## src/rtl/bit32_demux1to4_buf_pkg.sv

```systemverilog
// Purpose : shared constants and helpers for the 1-to-4 word demultiplexer.
// Latency : n/a (package only).
// Backpr. : n/a (package only).
//
// Contents:
//   NUM_CH / SEL_W       channel count and select width
//   DEF_WIDTH / DEF_CNT_W default data and counter widths
//   sel4()               4-to-1 single-bit selector used for per-channel status
package bit32_demux1to4_buf_pkg;

  localparam int NUM_CH    = 4;
  localparam int SEL_W     = 2;
  localparam int DEF_WIDTH = 32;
  localparam int DEF_CNT_W = 8;

  // 4-to-1 selector: picks bit 'sel' of a per-channel status vector.
  function automatic logic sel4(input logic [NUM_CH-1:0] vec,
                                input logic [SEL_W-1:0]  sel);
    logic r;
    r = 1'b0;
    case (sel)
      2'd0:    r = vec[0];
      2'd1:    r = vec[1];
      2'd2:    r = vec[2];
      default: r = vec[3];
    endcase
    return r;
  endfunction

endpackage

```

## src/rtl/bit32_demux1to4_buf_slot.sv

```systemverilog
// Purpose : one output channel; single-entry holding register, valid flag and wrapping load counter.
// Latency : a word loaded at edge N is visible on data_o/valid_o right after edge N.
// Backpr. : the slot can take a new word when empty or while being drained in the same cycle.
//
// Ports:
//   clk, rst_n   rising-edge clock, asynchronous active-low reset
//   load_i       write data_i into the holding register this edge (caller guarantees room)
//   data_i       word to hold
//   drain_i      consumer takes the held word this edge
//   data_o       holding-register contents (only changes on a load)
//   valid_o      holding register owns an unconsumed word
//   count_o      words loaded since reset, wraps to 0
module demux_slot
  import bit32_demux1to4_buf_pkg::*;
#(
  parameter int WIDTH = DEF_WIDTH,
  parameter int CNT_W = DEF_CNT_W
) (
  input  logic             clk,
  input  logic             rst_n,
  input  logic             load_i,
  input  logic [WIDTH-1:0] data_i,
  input  logic             drain_i,
  output logic [WIDTH-1:0] data_o,
  output logic             valid_o,
  output logic [CNT_W-1:0] count_o
);

  logic [WIDTH-1:0] data_q,  data_d;
  logic             valid_q, valid_d;
  logic [CNT_W-1:0] count_q, count_d;

  // A load wins over a drain: with both in one cycle the old word leaves and the
  // new one takes its place, so valid stays high and full throughput is kept.
  always_comb begin
    data_d  = data_q;
    valid_d = valid_q;
    count_d = count_q;
    if (load_i) begin
      data_d  = data_i;
      valid_d = 1'b1;
      count_d = count_q + CNT_W'(1);
    end else if (valid_q && drain_i) begin
      valid_d = 1'b0;
    end
  end

  always_ff @(posedge clk or negedge rst_n) begin
    if (!rst_n) begin
      data_q  <= '0;
      valid_q <= 1'b0;
      count_q <= '0;
    end else begin
      data_q  <= data_d;
      valid_q <= valid_d;
      count_q <= count_d;
    end
  end

  assign data_o  = data_q;
  assign valid_o = valid_q;
  assign count_o = count_q;

endmodule

```

## src/rtl/bit32_demux1to4_buf.sv

```systemverilog
// Purpose : registered 1-to-4 demux; steers each accepted input word by in_sel into one of four held channels.
// Latency : one cycle from input acceptance to out_valid/out_data of the selected channel.
// Backpr. : in_ready drops only when the selected channel is full and its consumer is stalled.
//
// Ports:
//   clk, reset            rising-edge clock, asynchronous active-low reset
//   in_data/in_sel        word and destination channel (0..3)
//   in_valid/in_ready     input handshake; in_ready does not depend on in_valid
//   out_data0..3          per-channel holding registers
//   out_valid/out_ready   per-channel output handshake, bit k = channel k
//   count0..3             per-channel accepted-word counters (wrapping)
//   busy                  any channel holds a word
module bit32_demux1to4_buf
  import bit32_demux1to4_buf_pkg::*;
#(
  parameter int WIDTH = DEF_WIDTH,
  parameter int CNT_W = DEF_CNT_W
) (
  input  logic              clk,
  input  logic              reset,
  input  logic [WIDTH-1:0]  in_data,
  input  logic [SEL_W-1:0]  in_sel,
  input  logic              in_valid,
  output logic              in_ready,
  output logic [WIDTH-1:0]  out_data0,
  output logic [WIDTH-1:0]  out_data1,
  output logic [WIDTH-1:0]  out_data2,
  output logic [WIDTH-1:0]  out_data3,
  output logic [NUM_CH-1:0] out_valid,
  input  logic [NUM_CH-1:0] out_ready,
  output logic [CNT_W-1:0]  count0,
  output logic [CNT_W-1:0]  count1,
  output logic [CNT_W-1:0]  count2,
  output logic [CNT_W-1:0]  count3,
  output logic              busy
);

  logic             accept;
  logic [WIDTH-1:0] slot_data [NUM_CH];
  logic [CNT_W-1:0] slot_cnt  [NUM_CH];

  // Ready only looks at the addressed channel, so a stalled channel blocks
  // nothing but the words aimed at it.
  assign in_ready = ~sel4(out_valid, in_sel) | sel4(out_ready, in_sel);
  assign accept   = in_valid & in_ready;

  for (genvar k = 0; k < NUM_CH; k++) begin : g_slot
    logic load_k;
    assign load_k = accept & (in_sel == SEL_W'(k));

    demux_slot #(
      .WIDTH (WIDTH),
      .CNT_W (CNT_W)
    ) u_slot (
      .clk     (clk),
      .rst_n   (reset),
      .load_i  (load_k),
      .data_i  (in_data),
      .drain_i (out_ready[k]),
      .data_o  (slot_data[k]),
      .valid_o (out_valid[k]),
      .count_o (slot_cnt[k])
    );
  end

  assign out_data0 = slot_data[0];
  assign out_data1 = slot_data[1];
  assign out_data2 = slot_data[2];
  assign out_data3 = slot_data[3];

  assign count0 = slot_cnt[0];
  assign count1 = slot_cnt[1];
  assign count2 = slot_cnt[2];
  assign count3 = slot_cnt[3];

  assign busy = |out_valid;

endmodule

```

## config.mk

```make
export PLATFORM = sky130hd
export DESIGN_NAME = bit32_demux1to4_buf
export DESIGN_NICKNAME = d
export VERILOG_FILES = /design/src/rtl/bit32_demux1to4_buf_pkg.sv /design/src/rtl/bit32_demux1to4_buf_slot.sv /design/src/rtl/bit32_demux1to4_buf.sv
export SDC_FILE = /design/constraint.sdc
export NUM_CORES = 1
export LEC_CHECK = 0
export BUFFER_PORTS_ARGS = -buffer_cell sky130_fd_sc_hd__buf_2
export CORE_AREA = 2 2 110 138
export CTS_BUF_LIST = sky130_fd_sc_hd__clkbuf_8
export DETAILED_ROUTE_END_ITERATION = 6
export DIE_AREA = 0 0 112 140
export PLACE_DENSITY = 0.73
export SYNTH_ARGS = -nofsm -noshare
export SYNTH_HDL_FRONTEND = slang
export SYNTH_HIERARCHICAL = 1
export SYNTH_SLANG_ARGS = --single-unit
```

## constraint.sdc

```tcl
create_clock -name clk -period 2.7 [get_ports clk]
set_clock_uncertainty 0.15 [all_clocks]
set_input_delay 0 -clock clk [delete_from_list [all_inputs] [get_ports clk]]
set_output_delay 0 -clock clk [all_outputs]
set_load 0.02 [all_outputs]
```

==> results.toml, run 1 <==
[run_status]
status = "finished, final reports clean"

[global_routing]
grt_usage_pct = 20.05
use_met1_pct = 22.58
gr-total-overflow = 0
grt_pass1_vias = 4634
grt_max_degree = 77
top_usage_layer = "met2"
grt_pass1_wl_um = 24710
antenna_found_initial = 0
grtUsageMet3_pct = 5.149
use_met2_pct = 35.50

[die]
io_pins = 207
core_area_um2 = 14350
die_h_um = 140
fp.dieArea_um2 = 15680
rows = 49
initial_core_util_pct = 44.30
die_x_um = 112

[pwr]
powerDensity_nw_per_um2 = 853.1
clkPwrFrac_pct = 22.8
p_comb_share_pct = 29.5
power_uw = 7133
switching_share_pct = 34.97
power.switching_uw = 2494
total_leakage_power_uw = 0.004090
p_seq_share_pct = 47.7
power.internal_uw = 4639
vdd_drop_max_uv = 471.3

[cts]
cts_root_buf = "clkbuf_8"
ctsResizeCount = 0
cts.reportedPaths.clkPinSlew_ns = 0.09
htree_levels = 4
cts_tree = "yes"
clk_path_buf_depth = 2
clk_latency_ns = 0.45
cts_buffers = 17
cts_sinks = 164

[sta]
setup_viol = 0
tns_ns = 0
timing.hold.ws_ns = 0.03673
rsz0062_at_grt = "no"
drv_slew = 0
worstMarginPinSlew_ns = 0.6127
fin_crit_sh_pct = 78.63
finalHoldViolations = 0
fin_crit_ns = 2.123
max_freq_mhz = 471.0
relSlewSlack_pct = 59.15

[layout]
area_growth_pct = 31.56
antennaDiodeCount = 0
fill_cells = 1160
drive_gt1_share_pct = 57.66
nets = 700
final_common_cell = "buf_2"
final_cell_mix = "205 x buf_2, 164 x dfrtp_1, 132 x mux2_2"

[drt]
avgViaCountPerCell = 4.987
ant_nets = 0
vias = 4209
drt-total-wl_um = 15070
drc = 0
drtIter0Drc = 176
dr.pass1.iters = 4
detail_route.wl_per_cell_um = 17.86

[setup_path]
crit_family = "buffers and inverters"
crit_path_top_delay_cell = "dlygate4sd3_1"
crit_chain = "nand2b_1 -> nor4bb_4 -> buf_4 -> mux2_2 -> dlygate4sd3_1"
cp.required_ns = 2.89
crit_arrival_ns = 2.31
cp-end-kind = "flip-flop"
worstSetupPathType = "reg -> reg"
path_buf_inv = 2
worstSetupStartpointType = "flip-flop"
cp_slowest_stage_delay_ns = 0.56
crit_fanout = 7

[yosys]
yosys_warnings = 6
yosysUniqueCellTypes = 19
ys_seq_elements = 164
synthCells = 398
syn_avg_cell_area_um2 = 15.97
synth_nets = 443
seq_area_frac_synth_pct = 64.57
syn-cell-area_um2 = 6356

[flow_run]
maxCapViolCount = 0

[placed_design]
io_buffer_count = 206
dpl.hpwl_um = 10390
gp_congestion = 0.7930

[hold_path]
hold_path.class = "in -> reg"
## power by group through the flow
stage	clock [uW]	combinational [uW]	sequential (uW)
final	1630	2110	3400
after global routing	1790	2240	3480
after CTS	1670	2130	3400
after detailed placement	0	2070	3440
after global placement	0	2020	3410
after floorplan	0	577	4060
## worst reg2reg max path, stage by stage, from the launching register on
cell and delay, ns:
dfrtp_1 0.41, nand2b_1 0.12, nor4bb_4 0.23, buf_4 0.22
mux2_2 0.34, dlygate4sd3_1 0.56
## layer usage
layer  vias up  share of wire [%]
li1       1907                  -
met1      2144                 38
met2       124                 54
met3        34                5.0
met4         0                3.1
met5         -                  0
## cell type report
type,count,area (um^2),area share (%)
Timing Repair Buffer,254,1535,18.36
Multi-Input combinational cell,214,2125,25.41
Clock buffer,20,275.3,3.292
Inverter,4,15.01,0.1796
Sequential cell,164,4104,49.08
Clock inverter,10,85.08,1.018
Tap cell,178,222.7,2.663
## cell usage after synthesis (all sizes together)
| master | count | area [um^2] |
|---|---|---|
| nor4bb | 1 | 10.01 |
| xor2 | 16 | 140.1 |
| nand4 | 16 | 125.1 |
| mux4 | 1 | 22.52 |
| or4 | 1 | 7.510 |
| buf | 16 | 130.1 |
| nand2b | 4 | 25.02 |
| dfrtp | 164 | 4104 |
| mux2 | 132 | 1486 |
| inv | 4 | 15.01 |
| nor2 | 12 | 45.04 |
| and4b | 2 | 20.02 |
| xnor2 | 12 | 105.1 |
| a21o | 4 | 30.03 |
| ha | 4 | 50.05 |
| and4 | 1 | 10.01 |
| nand2 | 8 | 30.03 |
## state kept, by name, summed over array words and instances, names as in the netlist
register	flops
g_slot.u_slot/count_o	32
g_slot.u_slot/data_o	128
g_slot.u_slot/valid_o	4
## timing repair
| item | CTS | global route |
|---|---|---|
| buffers inserted | 0 | 0 |
| endpoints found under the hold margin | 296 | 0 |
| hold buffers | 40 | 0 |
## logic make-up (layout without fill, tap and decap cells)
family	after synthesis	after routing	share of synthesized area [%]
flops	164	164	64.57
mux	133	133	23.74
simple gates	45	45	4.291
xor+xnor	28	28	3.858
buf+inv	20	288	2.283
fa+ha+maj	4	4	0.7874
compound gates	4	4	0.4725
## per-stage QoR
| stage | worst slack (ns) | instances | util [%] | cell area, um^2 |
|---|---|---|---|---|
| after detailed placement | 0.7516 | 774 | 52.98 | 7601 |
| final | 0.5769 | 844 | 58.29 | 8362 |
| after global routing | 0.4519 | 844 | 58.29 | 8362 |
| after global placement | 0.8656 | 774 | 52.98 | 7601 |
| after CTS | 0.5745 | 844 | 58.29 | 8362 |
| after floorplan | 0.8552 | 398 | - | 6356 |
## path summary, 6_finish.rpt
path	start	end	slack (ns)	cells past startpoint
min reg2reg	g_slot[1].u_slot/count_o[7]$_DFFE_PN0P_	g_slot[1].u_slot/count_o[7]$_DFFE_PN0P_	0.32	1
min	in_sel[1]	g_slot[0].u_slot/data_o[12]$_DFFE_PN0P_	0.04	4
max reg2reg	g_slot[0].u_slot/valid_o$_DFFE_PN0P_	g_slot[0].u_slot/data_o[4]$_DFFE_PN0P_	0.58	5
max in group asynchronous	reset	g_slot[2].u_slot/data_o[31]$_DFFE_PN0P_	1.10	4
min in group asynchronous	reset	g_slot[3].u_slot/data_o[3]$_DFFE_PN0P_	0.49	3
max	g_slot[0].u_slot/valid_o$_DFFE_PN0P_	g_slot[0].u_slot/data_o[4]$_DFFE_PN0P_	0.58	5
Power figures use the tool's default switching activity.
==> inputs of run 2 (changes only) <==
Clock period 2.7 ns to 2.1 ns, I/O delays scaled along.
==> results.toml, run 2 (synthesized netlist as in run 1, its figures left out) <==
[sta]
max_freq_mhz = 560.9
drv_slew = 0
fin_crit_ns = 1.783
setup_viol = 0
fin_crit_sh_pct = 84.89
worstMarginPinSlew_ns = 0.5458
relSlewSlack_pct = 63.62
finalHoldViolations = 0
tns_ns = 0
rsz0062_at_grt = "no"

[cts]
clk_latency_ns = 0.43
cts_root_buf = "clkbuf_8"
htree_levels = 4
cts_sinks = 164
clk_path_buf_depth = 2
ctsResizeCount = 0
holdBufCountCts = 41
cts_buffers = 17
cts_tree = "yes"
post_cts_buffers = 0
cts.reportedPaths.clkPinSlew_ns = 0.08

[drt]
ant_nets = 0
drc = 0
detail_route.wl_per_cell_um = 17.11
dr.pass1.iters = 4
drt-total-wl_um = 14510
drtIter0Drc = 147
avgViaCountPerCell = 4.995
vias = 4236

[layout]
final_common_cell = "buf_2"
multi_input_area_um2 = 2125
final_cell_mix = "205 x buf_2, 164 x dfrtp_1, 132 x mux2_2"
antennaDiodeCount = 0
largest_reg_flops = 128
fill_cells = 1190
seqCellArea_um2 = 4104
nets = 703
drive_gt1_share_pct = 57.46
area_growth_pct = 31.71

[die]
fp.dieArea_um2 = 15680
die_h_um = 140
io_pins = 207
die_x_um = 112
initial_core_util_pct = 44.30
core_area_um2 = 14350
rows = 49

[placed_design]
io_buffer_count = 206
dpl.hpwl_um = 10210
gp_congestion = 0.8067

[setup_path]
worstSetupStartpointType = "flip-flop"
crit_arrival_ns = 1.99
regToRegSetupSlack_ns = 0.32
cp-end-kind = "flip-flop"
worstSetupPathType = "reg -> reg"
crit_fanout = 32
cp.required_ns = 2.31

[flow_run]
maxCapViolCount = 0

[global_routing]
use_met1_pct = 23.03
grt_pass1_wl_um = 23580
grt_usage_pct = 19.13
top_usage_layer = "met2"
grt_pass1_vias = 4509
grtUsageMet3_pct = 4.846
use_met2_pct = 32.57
grt_max_degree = 59
gr-total-overflow = 0
antenna_found_initial = 0

[pwr]
power.internal_uw = 5773
power.switching_uw = 3185
total_leakage_power_uw = 0.004102
switching_share_pct = 35.56
clkPwrFrac_pct = 21.1
vdd_drop_max_uv = 558.3
powerDensity_nw_per_um2 = 1070
power_uw = 8959
p_seq_share_pct = 48.6
p_comb_share_pct = 30.2

[hold_path]
hold_path.class = "in -> reg"

[run_status]
status = "finished, final reports clean"
run 2: cell types whose count changed in the layout (fill, tap and decap cells not counted):
cell	change
buf_12	+2
clkbuf_8	-2
clkinv_2	+2
inv_1	+2
bufinv_16	-1
dlygate4sd3_1	+1
run 2: critical path, stage by stage (launching register included):
cell	delay, ns
dfrtp_1	0.41
nand2b_1	0.10
nor4bb_4	0.30
buf_12	0.28
nand4_2	0.15
nor2_1	0.13
xor2_1	0.17
run 2: final cells by class:
type | instances | area share (%)
sequential | 164 | 49.02
tap | 178 | 2.660
clock buffer | 18 | 2.959
multi-input combinational | 214 | 25.38
timing repair buffer | 257 | 18.94
inverter | 4 | 0.1793
clock inverter | 13 | 0.8668
run 2: power groups by stage:
| stage | clock (uW) | combinational, uW | sequential [uW] |
|---|---|---|---|
| after floorplan | 0 | 742 | 5220 |
| after global placement | 0 | 2610 | 4380 |
| after detailed placement | 0 | 2670 | 4410 |
| after CTS | 1970 | 2740 | 4350 |
| after global routing | 2090 | 2880 | 4460 |
| final | 1890 | 2710 | 4360 |
run 2: routing by layer:
metal / up-vias / part of all wire [%]
met2: 140 / 52
met3: 29 / 5.0
met1: 2154 / 40
li1: 1913 / -
met4: 0 / 2.9
met5: - / 0
run 2: per-stage QoR:
| step | setup slack [ns] | hold slack, ns | util [%] | instances | cell area [um^2] |
|---|---|---|---|---|---|
| finish | 0.3173 | 0.2226 | 58.36 | 848 | 8372 |
| global route | 0.1800 | 0.2079 | 58.36 | 848 | 8372 |
| CTS | 0.2965 | 0.1743 | 58.36 | 848 | 8372 |
| detailed placement | 0.3286 | -0.1408 | 53.26 | 776 | 7641 |
| global placement | 0.3967 | -0.1522 | 53.26 | 776 | 7641 |
| floorplan | 0.2552 | -0.4456 | - | 398 | 6356 |
run 2: final timing paths:
path / startpoint / endpoint / depth (start not counted)
worst max-delay path: g_slot[0].u_slot/valid_o$_DFFE_PN0P_ / g_slot[0].u_slot/count_o[5]$_DFFE_PN0P_ / 6
worst min-delay path: in_data[12] / g_slot[0].u_slot/data_o[12]$_DFFE_PN0P_ / 3
worst max register to register: g_slot[0].u_slot/valid_o$_DFFE_PN0P_ / g_slot[0].u_slot/count_o[5]$_DFFE_PN0P_ / 6
worst min register to register: g_slot[2].u_slot/count_o[7]$_DFFE_PN0P_ / g_slot[2].u_slot/count_o[7]$_DFFE_PN0P_ / 1
max in group asynchronous: reset / g_slot[1].u_slot/data_o[18]$_DFFE_PN0P_ / 4
min in group asynchronous: reset / g_slot[0].u_slot/data_o[27]$_DFFE_PN0P_ / 3
==> inputs of run 3 (changes only) <==
Settings changed: ABC_AREA set to 1, CORE_AREA 2 2 110 138 to 2 2 113 142, DIE_AREA 0 0 112 140 to 0 0 115 144, PLACE_DENSITY 0.73 to 0.72.
Clock period 2.1 ns to 1.8 ns, I/O delays scaled along.
==> results.toml, run 3 <==
[run_status]
status = "finished, violations left"
violations = "negative setup slack"

[global_routing]
grt_usage_pct = 23.15
grt_pass1_wl_um = 29660
grt_pass1_vias = 5830
gr-total-overflow = 0
antenna_found_initial = 0
grt_max_degree = 46

[setup_path]
r2r-end = "g_slot[2].u_slot/count_o[7]$_DFFE_PN0P_"
regToRegSetupSlack_ns = 0
cp.required_ns = 2.05
crit_arrival_ns = 2.06
crit_fanout = 6
critPathMostFrequentCell = "nand2_1"
crit_path_top_delay_cell = "dlygate4sd3_1"
worstSetupPathType = "in -> reg"
r2r_start = "g_slot[1].u_slot/valid_o$_DFFE_PN0P_"
cp_slowest_stage_delay_ns = 0.54
cp-end-kind = "flip-flop"
worstSetupStartpointType = "input pin"
crit_chain = "dlygate4sd3_1 -> buf_2 -> inv_4 -> nand2_1 -> nor2_2 -> nor2_2 -> nand2_2 -> nand3_4 -> nor2_4 -> buf_12 -> nand2_4 -> nor2_8 -> nand2_1 -> nand2_1 -> nand2_1 -> inv_1"
r2r_cells = 12

[sta]
rsz0062_at_grt = "yes"
drv_slew = 0
worstMarginPinSlew_ns = 0.4579
timing.hold.ws_ns = 0.1586
layout_setup_ws_ns = -0.01972
finalHoldViolations = 0
max_freq_mhz = 549.5
relSlewSlack_pct = 69.47
fin_crit_ns = 1.820
fin_crit_sh_pct = 101.1
setup_viol = 2

[layout]
multi_input_area_um2 = 2415
post-route-util_pct = 60.42
fill_cells = 1367
area_growth_pct = 37.60
final_cell_count_no_fill = 1226
drive_gt1_share_pct = 30.74
final_common_cell = "nand2_1"
seqCellArea_um2 = 4104
nets = 1073
antennaDiodeCount = 0
final_cell_mix = "452 x nand2_1, 204 x buf_2, 164 x dfrtp_1"
largest_reg_flops = 128

[yosys]
yosysTopAreaCell = "dfrtp_1"
yosys_warnings = 6
synth-edff-count = 0
synthCells = 750
yosysMostFrequentCell = "nand2_1"
seq_area_frac_synth_pct = 61.02
synth_nets = 795
syn-cell-area_um2 = 6725
yosysUniqueCellTypes = 22
synth_flop_cell = "dfrtp_1"
synth.top_cell.area_share_pct = 61.02
synthTopCellsByArea = "dfrtp_1 61%, nand2_1 25%, xor2_1 1.6%"
async_reset_ff_share_pct = 100.0
ys_top_cells_by_count = "454 x nand2_1, 164 x dfrtp_1, 22 x inv_1"
ys_seq_elements = 164
syn_avg_cell_area_um2 = 8.967

[placed_design]
preCtsSetupSlack_ns = -0.02791
dpl.hpwl_um = 12810
io_buffer_count = 206
dp_cells = 1146
gp_congestion = 0.8243

[drt]
ant_nets = 0
detail_route.wl_per_cell_um = 15.99
dr.pass1.iters = 5
drc = 0
avgViaCountPerCell = 4.768
drtIter0Drc = 369
drt-total-wl_um = 19610
vias = 5845

[hold_path]
hold_path.startpoint = "out_ready[0]"
hold_path.class = "in -> reg"
min_to = "g_slot[0].u_slot/valid_o$_DFFE_PN0P_"
holdPathStages = 3

[pwr]
vdd_drop_max_uv = 636.8
total_leakage_power_uw = 0.005407
power_uw = 10960
powerDensity_nw_per_um2 = 1185

[cts]
clk_path_buf_depth = 2
clk_latency_ns = 0.45
cts_tree = "yes"
cts_root_buf = "clkbuf_8"
cts.reportedPaths.clkPinSlew_ns = 0.09
cts_sinks = 164
cts_buffers = 17
htree_levels = 4

[die]
die_x_um = 115
core_area_um2 = 15310
initial_core_util_pct = 43.91
rows = 51
die_h_um = 144
io_pins = 207
fp.dieArea_um2 = 16560

[flow_run]
maxCapViolCount = 0
==> run 3: cell count changes in the layout (fill, tap and decap cells not counted), sizes merged, moves of 8 or more <==
cell	delta
nand3	+11
buf	+27
xnor2	-8
mux2	-132
nand4	-15
nand2	+458
nand3b	+8
inv	+25
==> run 3: critical path, delay by kind of cell <==
kind / cells / cell delay, ns
and+or+nand+nor: 11 / 1.06
buffers and inverters: 5 / 0.99
==> run 3: report_power, final <==
part	internal [uW]	switching (uW)
logic	1150	2180
clock network	1140	1430
registers	4460	610
==> run 3: logic make-up after synthesis <==
family                     share of synthesized area [%]
AOI/OAI and AO/OA                                 0.4094
xor gates and xnor gates                           2.084
and+or+nand+nor                                    31.27
adders and majority gates                         0.7442
DFF                                                61.02
buffers and inverters                              4.465
==> run 3: worst max-delay path by stage <==
| stage | slack [ns] | end | start |
|---|---|---|---|
| floorplan | 0.12 | g_slot[0].u_slot/count_o[7]$_DFFE_PN0P_ | g_slot[2].u_slot/valid_o$_DFFE_PN0P_ |
| global placement | 0.03 | g_slot[1].u_slot/data_o[13]$_DFFE_PN0P_ | g_slot[2].u_slot/valid_o$_DFFE_PN0P_ |
| detailed placement | -0.03 | g_slot[1].u_slot/count_o[0]$_DFFE_PN0P_ | g_slot[1].u_slot/valid_o$_DFFE_PN0P_ |
| CTS | -0.03 | busy | g_slot[2].u_slot/valid_o$_DFFE_PN0P_ |
| global route | -0.12 | g_slot[2].u_slot/count_o[7]$_DFFE_PN0P_ | in_sel[1] |
| finish | -0.02 | g_slot[2].u_slot/count_o[7]$_DFFE_PN0P_ | in_sel[0] |
==> run 3: layout make-up <==
type                       instances  share of cell area, %
clock buffer                      18                  2.677
sequential                       164                  44.35
clock inverter                    14                  1.406
multi-input combinational        530                  26.10
inverter                          28                  1.217
timing repair buffer             287                  21.75
tap                              185                  2.501
==> run 3: metal layers <==
layer / routed length (um) / vias to the layer above / track usage (%)
met5: 0 / - / 0
met4: 672 / 0 / 10.59
met3: 800 / 43 / 4.568
met2: 9990 / 178 / 39.07
met1: 8143 / 2801 / 28.69
li1: - / 2823 / -
==> run 3: timing repair <==
item | CTS | global route
hold buffers | 41 | 0
buffers inserted | 1 | 4
gates resized for setup | 6 | 17
endpoints found under the setup margin | 61 | 153
cloned | 0 | 4
endpoints found under the hold margin | 303 | 0
pin swaps | 1 | 11
==> run 3: through the flow <==
stage / cell area [um^2] / TNS [ns]
finish: 9254 / -0.03917
global route: 9254 / -1.349
CTS: 9072 / -0.02869
detailed placement: 8239 / -0.2330
global placement: 8239 / 0
floorplan: 6725 / 0
